==> src/rtl/io64_uart_tx_if.sv <==
// Purpose: CPU output-port word in, UART line and queue status out.
// Latency: plain wires, no registers.
// Backpressure: none; the peripheral drops words and flags OVERFLOW when its queue is full.
interface io64_uart_tx_if #(
  parameter int FIFO_DEPTH = 4
);
  localparam int LW = $clog2(FIFO_DEPTH) + 1;

  logic [15:0]   IO64_IN;
  logic          TX;
  logic          BUSY;
  logic          OVERFLOW;
  logic [LW-1:0] FIFO_LEVEL;

  // CPU / testbench side.
  modport master (
    output IO64_IN,
    input  TX,
    input  BUSY,
    input  OVERFLOW,
    input  FIFO_LEVEL
  );

  // Peripheral side.
  modport slave (
    input  IO64_IN,
    output TX,
    output BUSY,
    output OVERFLOW,
    output FIFO_LEVEL
  );
endinterface

==> src/rtl/io64_uart_tx.sv <==
// Purpose: queue every change of IO64_IN and send it as two UART frames, high byte first (8N1, or 8E1 with IO64_UART_PARITY_EN).
// Latency: a change reaches the FIFO on its edge; TX falls 2 cycles after the change when idle; a word is 20 (22) bit times.
// Backpressure: none upstream; a change that arrives while the FIFO is full and not popping is dropped and sets sticky OVERFLOW.
module io64_uart_tx #(
  parameter int CLKS_PER_BIT = 434,
  parameter int FIFO_DEPTH   = 4
) (
  input  logic         CLK,
  input  logic         RESET,
  io64_uart_tx_if.slave io
);

  localparam int AW = $clog2(FIFO_DEPTH);
  localparam int LW = AW + 1;
  localparam int CW = $clog2(CLKS_PER_BIT);

  typedef enum logic [2:0] {
    IDLE,
    START,
    DATA,
    PARITY,
    STOP
  } state_t;

  // Change detect and queue
  logic [15:0]   prev_q;
  logic [15:0]   mem [FIFO_DEPTH];
  logic [AW-1:0] wr_ptr;
  logic [AW-1:0] rd_ptr;
  logic [LW-1:0] level;
  logic          overflow_q;
  logic          push_req;
  logic          push_ok;
  logic          pop;
  logic          fifo_full;
  logic          fifo_empty;

  // Serializer
  state_t        state, state_d;
  logic [CW-1:0] cnt, cnt_d;
  logic [2:0]    bit_idx, bit_idx_d;
  logic          byte_sel, byte_sel_d;
  logic [15:0]   shift_word, shift_word_d;
  logic [7:0]    cur_byte;
  logic          bit_end;
  logic          tx;

  assign push_req   = (io.IO64_IN != prev_q);
  assign fifo_full  = (level == LW'(FIFO_DEPTH));
  assign fifo_empty = (level == '0);
  assign pop        = (state == IDLE) && !fifo_empty;
  // A pop on the same edge frees the slot, so a push into a full FIFO is still accepted.
  assign push_ok    = push_req && (!fifo_full || pop);

  // Queue storage; not reset since the pointers and level define validity.
  always_ff @(posedge CLK) begin
    if (!RESET && push_ok) begin
      mem[wr_ptr] <= io.IO64_IN;
    end
  end

  // Change detection, FIFO pointers/level and sticky overflow flag.
  always_ff @(posedge CLK) begin
    if (RESET) begin
      prev_q     <= '0;
      wr_ptr     <= '0;
      rd_ptr     <= '0;
      level      <= '0;
      overflow_q <= 1'b0;
    end else begin
      prev_q <= io.IO64_IN;
      if (push_ok) begin
        wr_ptr <= wr_ptr + AW'(1);
      end
      if (pop) begin
        rd_ptr <= rd_ptr + AW'(1);
      end
      case ({push_ok, pop})
        2'b10:   level <= level + LW'(1);
        2'b01:   level <= level - LW'(1);
        default: level <= level;
      endcase
      if (push_req && !push_ok) begin
        overflow_q <= 1'b1;
      end
    end
  end

  // Serializer state registers.
  always_ff @(posedge CLK) begin
    if (RESET) begin
      state      <= IDLE;
      cnt        <= '0;
      bit_idx    <= '0;
      byte_sel   <= 1'b0;
      shift_word <= '0;
    end else begin
      state      <= state_d;
      cnt        <= cnt_d;
      bit_idx    <= bit_idx_d;
      byte_sel   <= byte_sel_d;
      shift_word <= shift_word_d;
    end
  end

  assign bit_end  = (cnt == CW'(CLKS_PER_BIT - 1));
  assign cur_byte = byte_sel ? shift_word[7:0] : shift_word[15:8];

  // Next-state logic: each bit lasts CLKS_PER_BIT cycles, counter restarts on every advance.
  always_comb begin
    state_d      = state;
    cnt_d        = cnt;
    bit_idx_d    = bit_idx;
    byte_sel_d   = byte_sel;
    shift_word_d = shift_word;
    case (state)
      IDLE: begin
        if (!fifo_empty) begin
          shift_word_d = mem[rd_ptr];
          byte_sel_d   = 1'b0;
          cnt_d        = '0;
          state_d      = START;
        end
      end
      START: begin
        if (bit_end) begin
          cnt_d     = '0;
          bit_idx_d = '0;
          state_d   = DATA;
        end else begin
          cnt_d = cnt + CW'(1);
        end
      end
      DATA: begin
        if (bit_end) begin
          cnt_d = '0;
          if (bit_idx == 3'd7) begin
`ifdef IO64_UART_PARITY_EN
            state_d = PARITY;
`else
            state_d = STOP;
`endif
          end else begin
            bit_idx_d = bit_idx + 3'd1;
          end
        end else begin
          cnt_d = cnt + CW'(1);
        end
      end
      PARITY: begin
        if (bit_end) begin
          cnt_d   = '0;
          state_d = STOP;
        end else begin
          cnt_d = cnt + CW'(1);
        end
      end
      STOP: begin
        if (bit_end) begin
          cnt_d = '0;
          if (!byte_sel) begin
            byte_sel_d = 1'b1;
            state_d    = START;
          end else begin
            state_d = IDLE;
          end
        end else begin
          cnt_d = cnt + CW'(1);
        end
      end
      default: begin
        state_d = IDLE;
        cnt_d   = '0;
      end
    endcase
  end

  // Line level decoded from registered state only, so TX is high on the reset edge.
  always_comb begin
    tx = 1'b1;
    case (state)
      START:   tx = 1'b0;
      DATA:    tx = cur_byte[bit_idx];
      PARITY:  tx = ^cur_byte;
      default: tx = 1'b1;
    endcase
  end

  assign io.TX         = tx;
  assign io.BUSY       = (state != IDLE) || !fifo_empty;
  assign io.OVERFLOW   = overflow_q;
  assign io.FIFO_LEVEL = level;

endmodule

==> src/flat_wrapper.sv <==
// flat-port wrapper written by rule: the top's interface ports become plain ports
module io64_uart_tx_flat 
#(
  parameter int CLKS_PER_BIT = 434,
  parameter int FIFO_DEPTH   = 4
)
  (CLK, RESET, io_IO64_IN, io_TX, io_BUSY, io_OVERFLOW, io_FIFO_LEVEL);
  io64_uart_tx_if #(.FIFO_DEPTH(FIFO_DEPTH)) io_i ();
  input  logic CLK;
  input  logic RESET;
  input wire logic [$bits(io_i.IO64_IN)-1:0] io_IO64_IN;
  output wire logic [$bits(io_i.TX)-1:0] io_TX;
  output wire logic [$bits(io_i.BUSY)-1:0] io_BUSY;
  output wire logic [$bits(io_i.OVERFLOW)-1:0] io_OVERFLOW;
  output wire logic [$bits(io_i.FIFO_LEVEL)-1:0] io_FIFO_LEVEL;
  assign io_i.IO64_IN = io_IO64_IN;
  assign io_TX = io_i.TX;
  assign io_BUSY = io_i.BUSY;
  assign io_OVERFLOW = io_i.OVERFLOW;
  assign io_FIFO_LEVEL = io_i.FIFO_LEVEL;
  io64_uart_tx #(.CLKS_PER_BIT(CLKS_PER_BIT), .FIFO_DEPTH(FIFO_DEPTH)) u_core (.CLK(CLK), .RESET(RESET), .io(io_i));
endmodule
==> config.mk <==
export PLATFORM = sky130hd
export DESIGN_NAME = io64_uart_tx_flat
export DESIGN_NICKNAME = d
export VERILOG_FILES = /design/src/rtl/io64_uart_tx_if.sv /design/src/rtl/io64_uart_tx.sv /design/src/flat_wrapper.sv
export SDC_FILE = /design/constraint.sdc
export NUM_CORES = 1
export LEC_CHECK = 0
export BUFFER_PORTS_ARGS = -buffer_cell sky130_fd_sc_hd__buf_2
export CORE_MARGIN = 8
export CORE_UTILIZATION = 43
export CTS_CLUSTER_SIZE = 24
export DETAILED_ROUTE_END_ITERATION = 8
export GPL_TIMING_DRIVEN = 0
export PLACE_DENSITY = 0.64
export SYNTH_ARGS = -nofsm -noshare
export SYNTH_HDL_FRONTEND = slang
export SYNTH_SLANG_ARGS = --single-unit
==> constraint.sdc <==
create_clock -name CLK -period 4.5 [get_ports CLK]
set_input_delay 0.45 -clock CLK [delete_from_list [all_inputs] [get_ports CLK]]
set_output_delay 0.45 -clock CLK [all_outputs]
set_load 0.01 [all_outputs]
==> impl_metrics.tcl, run 1 <==
set metrics [dict create \
    run_status "completed" \
    cap_viol_max_count 0 \
    die_area_um2 15300 \
    num_cts_buffers 17 \
    num_antenna_cells 0 \
    power_per_cell_area_nw_per_um2 582 \
    setup_viol 0 \
    ant_nets 0 \
    number_of_global_route_vias_before_repair 3086 \
    drt-initial-drc-count 182 \
    synth_fp_nets 411 \
    place_hpwl_mm 6.19 \
    post-route-drc-count 0 \
    critical_path.endpoint_type "flip-flop" \
    timing_hold_violations_final 0 \
    timing.reg2reg.worst_path_depth 10 \
    clock_pin_slew_on_the_worst_setup_and_hold_paths_ns 0.05 \
    synth_sequential_area_ratio_pct 61.2 \
    root_buffer "sky130_fd_sc_hd__clkbuf_16" \
    synth_enable_flop_cells 64 \
    start_util_pct 43.8 \
    ctsHoldBuffers 0 \
    hold_path_startpoint "io_IO64_IN[4]" \
    nFillCells 966 \
    grt_max_degree 17 \
    max_freq_ghz 0.350 \
    multi_input_comb_area_um2 1820 \
    level_count_of_the_clock_h_tree 4 \
    timing.clock.skew_ns 0.00772 \
    worst_path_max_delay_cell "sky130_fd_sc_hd__nor4_1" \
    totalWireLength_mm 9.12 \
    worst-setup-path-type "flip-flop to flip-flop" \
    finish.cell_count_without_fillers 581 \
    design.portCount 24 \
    post_cts.repair.setup_buffers 0 \
    postCtsResizedCells 0 \
    hold_path_class "input port to flip-flop" \
    post-route-period-util_pct 63.5 \
    avgViaCountPerCell 5.13 \
    via_count 2983 \
    detail_route.wl_per_cell_um 15.7 \
    synth_async_sr_flop_share_pct 0 \
    netlist_area_um2 4970 \
    post_synth_inst_count 383 \
    reg2reg_from "u_core.prev_q[6]" \
    timing.critical_path.arrival_ns 3.19 \
    rr_endpoint "u_core.io.FIFO_LEVEL[2]" \
    yosys_most_used_dff "sky130_fd_sc_hd__edfxtp_1" \
    timing.critical_path.cells "xor2_1 -> nor4_1 -> nand4_1 -> nand2_1 -> ha_1 -> inv_1 -> fa_1 -> xor2_1 -> or3_1 -> a21oi_1" \
    required_ns 4.83 \
    yosys.area.top_type_share_pct 38.6 \
    hold_path_end "u_core.mem[3][4]" \
    crit_path_start_kind "flip-flop" \
    layout-drive-gt1-share_pct 17.4 \
    post-place-cells 549 \
    die_w_um 124 \
    fin_nets 453 \
    wire_length_of_the_first_global_routing_pass_mm 15.1 \
    clock_insertion_delay_worst_skew_ns 0.40 \
    yosys.cell_types.count 40 \
    slew_violations 0 \
    rows 39 \
    layout-area-overhead-vs-synth_pct 16.6 \
    power_mw 3.38 \
    synthesis.area_per_instance_um2 13.0 \
    cts_max_path_buffers 2 \
    p_leak_nw 2.08 \
    seqCellArea_um2 3040 \
    globalRouteOverflowTotal 0 \
    grt_setup_unrepaired "no" \
    cpMostUsedCell "sky130_fd_sc_hd__xor2_1" \
    vdd_drop_max_v 0.000421 \
    netlist_top_cells_area "sky130_fd_sc_hd__edfxtp_1, sky130_fd_sc_hd__dfxtp_1, sky130_fd_sc_hd__mux4_2" \
    ys_seq_elements 120 \
    library_cell_occupying_the_most_area_in_the_post_synthesis_netlist "sky130_fd_sc_hd__edfxtp_1" \
    worst-path-max-fanout 4 \
    core_region_area_um2 11400 \
    detailed_place.area_um2 5270 \
    maxSlewHeadroom_pct 40.2 \
    min_path_cells 1 \
    final_design_instance_area_without_fill_um2 5800 \
    r2r_setup_slack_ns 1.64 \
    fin_crit_ns 2.86 \
    grt_antenna_before_repair 0 \
    die_height_um 124 \
    yosysWarningCount 0 \
    finalWeightedCongestion 0.727 \
    first_pass_iters 4 \
    max_slew.worst_pin.slew_ns 0.897 \
    tritoncts_clock_tree "yes" \
    grtUsageTotal_pct 13.3 \
    final.setup.tns_ns 0 \
    worst_path_largest_cell_delay_ns 0.61 \
    clock_sinks 120 \
    port_buffers 23 \
]
[worst max-delay path by stage]
stage / from / end / slack (ns) / cells after the start
2_1_floorplan: u_core.state[2] / u_core.io.FIFO_LEVEL[2] / 2.05 / 11
6_report: u_core.prev_q[6] / u_core.io.FIFO_LEVEL[2] / 1.64 / 10
4_1_cts: u_core.prev_q[2] / u_core.io.FIFO_LEVEL[2] / 1.58 / 10
3_5_place_dp: io_IO64_IN[0] / u_core.io.FIFO_LEVEL[2] / 1.30 / 11
5_1_grt: u_core.state[2] / u_core.io.FIFO_LEVEL[2] / 1.36 / 11
3_3_place_gp: io_IO64_IN[0] / u_core.io.FIFO_LEVEL[2] / 1.37 / 11
[critical path, delay by kind of cell, from the launching register on]
family	cells	cell delay [ns]
buffers and inverters	1	0.06
adder cells (fa/ha/maj)	2	0.56
AO/OA/AOI/OAI	1	0.14
XOR/XNOR	2	0.32
flip-flops	1	0.31
AND/OR/NAND/NOR	4	1.38
[placed cells by master, fill, tap and decap left out, drive strengths merged, types with 2 or more instances in the layout]
cell    instances
inv             9
nor3            6
buf            31
o21ai           6
xnor2          12
mux2i          13
nor4            5
nand4           3
clkbuf         37
nand3           4
mux4           18
dfxtp          56
ha              9
a211oi          2
nor2b          17
nand2b          2
xor2           27
clkinv          4
edfxtp         64
nor2           24
nand2          42
a21oi          23
or3             4
a22oi           2
and2            4
[synthesized netlist by cell type, types with 2 or more instances]
cell type / count
sky130_fd_sc_hd__buf_2: 7
sky130_fd_sc_hd__xnor2_1: 12
sky130_fd_sc_hd__dfxtp_1: 56
sky130_fd_sc_hd__clkbuf_1: 9
sky130_fd_sc_hd__and2_1: 4
sky130_fd_sc_hd__a21oi_1: 23
sky130_fd_sc_hd__edfxtp_1: 64
sky130_fd_sc_hd__mux4_2: 18
sky130_fd_sc_hd__a22oi_1: 2
sky130_fd_sc_hd__nand2_1: 42
sky130_fd_sc_hd__nor4_1: 5
sky130_fd_sc_hd__nor2_1: 24
sky130_fd_sc_hd__nand3_1: 4
sky130_fd_sc_hd__inv_1: 8
sky130_fd_sc_hd__o21ai_0: 6
sky130_fd_sc_hd__xor2_1: 27
sky130_fd_sc_hd__nand2b_1: 2
sky130_fd_sc_hd__nor3_1: 6
sky130_fd_sc_hd__or3_1: 4
sky130_fd_sc_hd__nor2b_1: 17
sky130_fd_sc_hd__a211oi_1: 2
sky130_fd_sc_hd__nand4_1: 3
sky130_fd_sc_hd__mux2i_1: 13
sky130_fd_sc_hd__ha_1: 9
[cell type report]
cell class	count	share of cell area, %
sequential	120	52.4
inverter	9	0.582
clock inverter	4	0.302
timing repair buffer	23	1.98
tap	143	3.08
multi-input combinational	237	31.3
clock buffer	28	8.90
buffer	17	1.38
[sequential cells by signal, indices dropped and copies added, names as in the netlist]
signal,flops
u_core.mem,64
u_core.prev_q,16
u_core.shift_word,16
u_core.cnt,9
u_core.bit_idx,3
u_core.io.FIFO_LEVEL,3
u_core.state,3
u_core.rd_ptr,2
u_core.wr_ptr,2
u_core.byte_sel,1
u_core.io.OVERFLOW,1
[per-stage QoR]
step / utilization (%) / hold WS, ns / setup WS [ns]
2_1_floorplan: - / 0.460 / 2.05
3_3_place_gp: 46.3 / 0.462 / 1.37
3_5_place_dp: 46.3 / 0.461 / 1.30
4_1_cts: 51.0 / 0.290 / 1.58
5_1_grt: 51.0 / 0.297 / 1.36
6_report: 51.0 / 0.300 / 1.64
[cell families after synthesis]
logic type | Yosys count | synth area share [%]
AO/OA/AOI/OAI | 40 | 4.78
buffers and inverters | 26 | 2.29
XOR/XNOR | 39 | 6.87
adder cells (fa/ha/maj) | 10 | 2.67
multiplexers | 31 | 10.8
flip-flops | 120 | 61.2
AND/OR/NAND/NOR | 117 | 11.5
[routing by layer]
metal | part of all wire, % | track usage, % | vias to the layer above
li1 | - | - | 1469
met2 | 50 | 22.1 | 46
met3 | 3.7 | 4.20 | 11
met5 | 0 | 0 | -
met4 | 1.3 | 5.27 | 0
met1 | 45 | 15.7 | 1457
[power breakdown]
group	internal [mW]	switching, mW	leakage (nW)
clock	0.770	0.424	0.263
combinational	0.345	0.463	0.770
sequential	1.29	0.0887	1.05
total	2.40	0.976	2.08
(Power assumes the default switching activity.)
==> run 2, diff against run 1 <==
==> constraint.sdc (replaced) <==
create_clock -name CLK -period 3 [get_ports CLK]
set_input_delay 0.3 -clock CLK [delete_from_list [all_inputs] [get_ports CLK]]
set_output_delay 0.3 -clock CLK [all_outputs]
set_load 0.01 [all_outputs]
==> run 2 against run 1 <==
  * Flip-flop and latch count is the same
  * Combinational power grew 51%
  * Design area grew 0.34%
  * Final cell count is the same
  * Setup slack lost 1.3 ns
  * First-iteration DRC count grew 5.5%
  * Critical path depth is the same
  * Wire length grew 0.20%
  * Sequential power grew 49%
  * Global-route usage is the same
  * Via count shrank 0.20%
  * Highest routed layer unchanged
==> impl_metrics.tcl, run 2 (synthesized netlist as in run 1, its figures left out) <==
set metrics [dict create \
    p_leak_nw 2.08 \
    top_regs "u_core.mem (64), u_core.prev_q (16), u_core.shift_word (16)" \
    setup_viol 0 \
    vdd_drop_max_v 0.000632 \
    worst-path-max-fanout 4 \
    maxSlewHeadroom_pct 40.9 \
    via_count 2977 \
    max_slew.worst_pin.slew_ns 0.887 \
    layout-area-overhead-vs-synth_pct 17.1 \
    run_status "completed" \
    die_w_um 124 \
    fin_nets 453 \
    rows 39 \
    final.setup.tns_ns 0 \
    p_int_mw 3.61 \
    wire_length_of_the_first_global_routing_pass_mm 15.1 \
    grt_antenna_before_repair 0 \
    max_freq_ghz 0.375 \
    finalWeightedCongestion 0.727 \
    drt-initial-drc-count 192 \
    ant_nets 0 \
    power.share.sequential_pct 40.6 \
    crit_path_start_kind "flip-flop" \
    num_cts_buffers 17 \
    worst-setup-path-type "flip-flop to flip-flop" \
    timing.clock.skew_ns 0.00737 \
    root_buffer "sky130_fd_sc_hd__clkbuf_16" \
    timing_hold_violations_final 0 \
    most-common-layout-cells "sky130_fd_sc_hd__edfxtp_1, sky130_fd_sc_hd__dfxtp_1, sky130_fd_sc_hd__nand2_1, sky130_fd_sc_hd__buf_2, sky130_fd_sc_hd__xor2_1" \
    netSwitchingFraction_pct 29.0 \
    netSwitchingPower_mw 1.47 \
    post_cts.repair.setup_buffers 0 \
    num_antenna_cells 0 \
    cts_max_path_buffers 2 \
    clockPowerShare_pct 35.3 \
    critical_path.endpoint_type "flip-flop" \
    grtUsageTotal_pct 13.3 \
    clock_sinks 120 \
    tritoncts_clock_tree "yes" \
    avgViaCountPerCell 5.12 \
    start_util_pct 43.8 \
    totalWireLength_mm 9.13 \
    globalRouteOverflowTotal 0 \
    clock_pin_slew_on_the_worst_setup_and_hold_paths_ns 0.05 \
    die_area_um2 15300 \
    core_region_area_um2 11400 \
    detail_route.wl_per_cell_um 15.7 \
    grt_setup_unrepaired "no" \
    comb_power_share_pct 24.1 \
    largest_register_ffs 64 \
    port_buffers 23 \
    fin_crit_ns 2.67 \
    first_pass_iters 4 \
    grt_max_degree 17 \
    level_count_of_the_clock_h_tree 4 \
    mostFrequentLayoutCell "sky130_fd_sc_hd__edfxtp_1" \
    hold_path_class "input port to flip-flop" \
    number_of_global_route_vias_before_repair 3086 \
    design.portCount 24 \
    place_hpwl_mm 6.19 \
    largest_register "u_core.mem" \
    clock_insertion_delay_worst_skew_ns 0.40 \
    cap_viol_max_count 0 \
    die_height_um 124 \
    post-route-period-util_pct 88.9 \
    required_ns 3.33 \
    slew_violations 0 \
    post-route-drc-count 0 \
    final_design_instance_area_without_fill_um2 5820 \
    timing.critical_path.arrival_ns 3.00 \
    layout-drive-gt1-share_pct 18.3 \
    detailed_place.area_um2 5270 \
    power_per_cell_area_nw_per_um2 873 \
]
run 2: layout make-up:
type	count	area (µm²)
Sequential cell	120	3040
Buffer	17	80.1
Timing Repair Buffer	23	115
Clock inverter	4	17.5
Fill cell	963	5550
Tap cell	143	179
Inverter	9	33.8
Multi-Input combinational cell	237	1840
Clock buffer	28	517
run 2: final timing paths:
| path | startpoint | endpoint | slack [ns] | cells past startpoint |
|---|---|---|---|---|
| setup / recovery | u_core.prev_q[6] | u_core.io.FIFO_LEVEL[2] | 0.33 | 10 |
| setup reg to reg | u_core.prev_q[6] | u_core.io.FIFO_LEVEL[2] | 0.33 | 10 |
| hold / removal | io_IO64_IN[4] | u_core.mem[3][4] | 0.15 | 1 |
| hold reg to reg | u_core.io.OVERFLOW | u_core.io.OVERFLOW | 0.46 | 2 |
run 2: critical path, cell delays in order, from the launching register on:
cell and delay [ns]:
sky130_fd_sc_hd__dfxtp_1 0.31, sky130_fd_sc_hd__xor2_1 0.17, sky130_fd_sc_hd__nor4_2 0.46, sky130_fd_sc_hd__nand4_1 0.27, sky130_fd_sc_hd__nand2_1 0.14, sky130_fd_sc_hd__ha_1 0.19
sky130_fd_sc_hd__inv_1 0.06, sky130_fd_sc_hd__fa_1 0.37, sky130_fd_sc_hd__xor2_1 0.16, sky130_fd_sc_hd__or3_1 0.32, sky130_fd_sc_hd__a21oi_1 0.14
run 2: repair_timing:
action / in CTS / in global routing
gates resized for setup: 0 / 4
endpoints found under the hold margin: 0 / 0
setup endpoints to repair: 0 / 1
hold buffers: 0 / 0
run 2: metal layers:
metal | part of all wire, % | routed length [µm] | GRT usage, % | up-vias
li1 | - | - | - | 1468
met1 | 45 | 4120 | 15.7 | 1458
met2 | 50 | 4590 | 22.1 | 43
met3 | 3.5 | 322 | 4.20 | 8
met4 | 1.1 | 97 | 5.27 | 0
met5 | 0 | 0 | 0 | -
run 2: metrics by stage:
step                hold slack [ns]  power [mW]  std cells  setup WS [ns]  utilization [%]
floorplan                     0.399        3.00        383          0.553                -
global placement              0.462        3.28        549         0.0218             46.3
detailed placement            0.461        3.33        549        -0.0515             46.3
CTS                           0.140        5.12        581         0.0844             51.0
global route                  0.147        5.37        581         0.0821             51.2
finish                        0.146        5.08        581          0.332             51.2
run 2: power by group through the flow:
stage | Combinational [mW] | Clock [mW] | Sequential [mW]
final | 1.22 | 1.80 | 2.06
after global routing | 1.38 | 1.89 | 2.09
after CTS | 1.24 | 1.82 | 2.06
after detailed placement | 1.23 | 0 | 2.10
after global placement | 1.20 | 0 | 2.08
after floorplan | 0.928 | 0 | 2.07
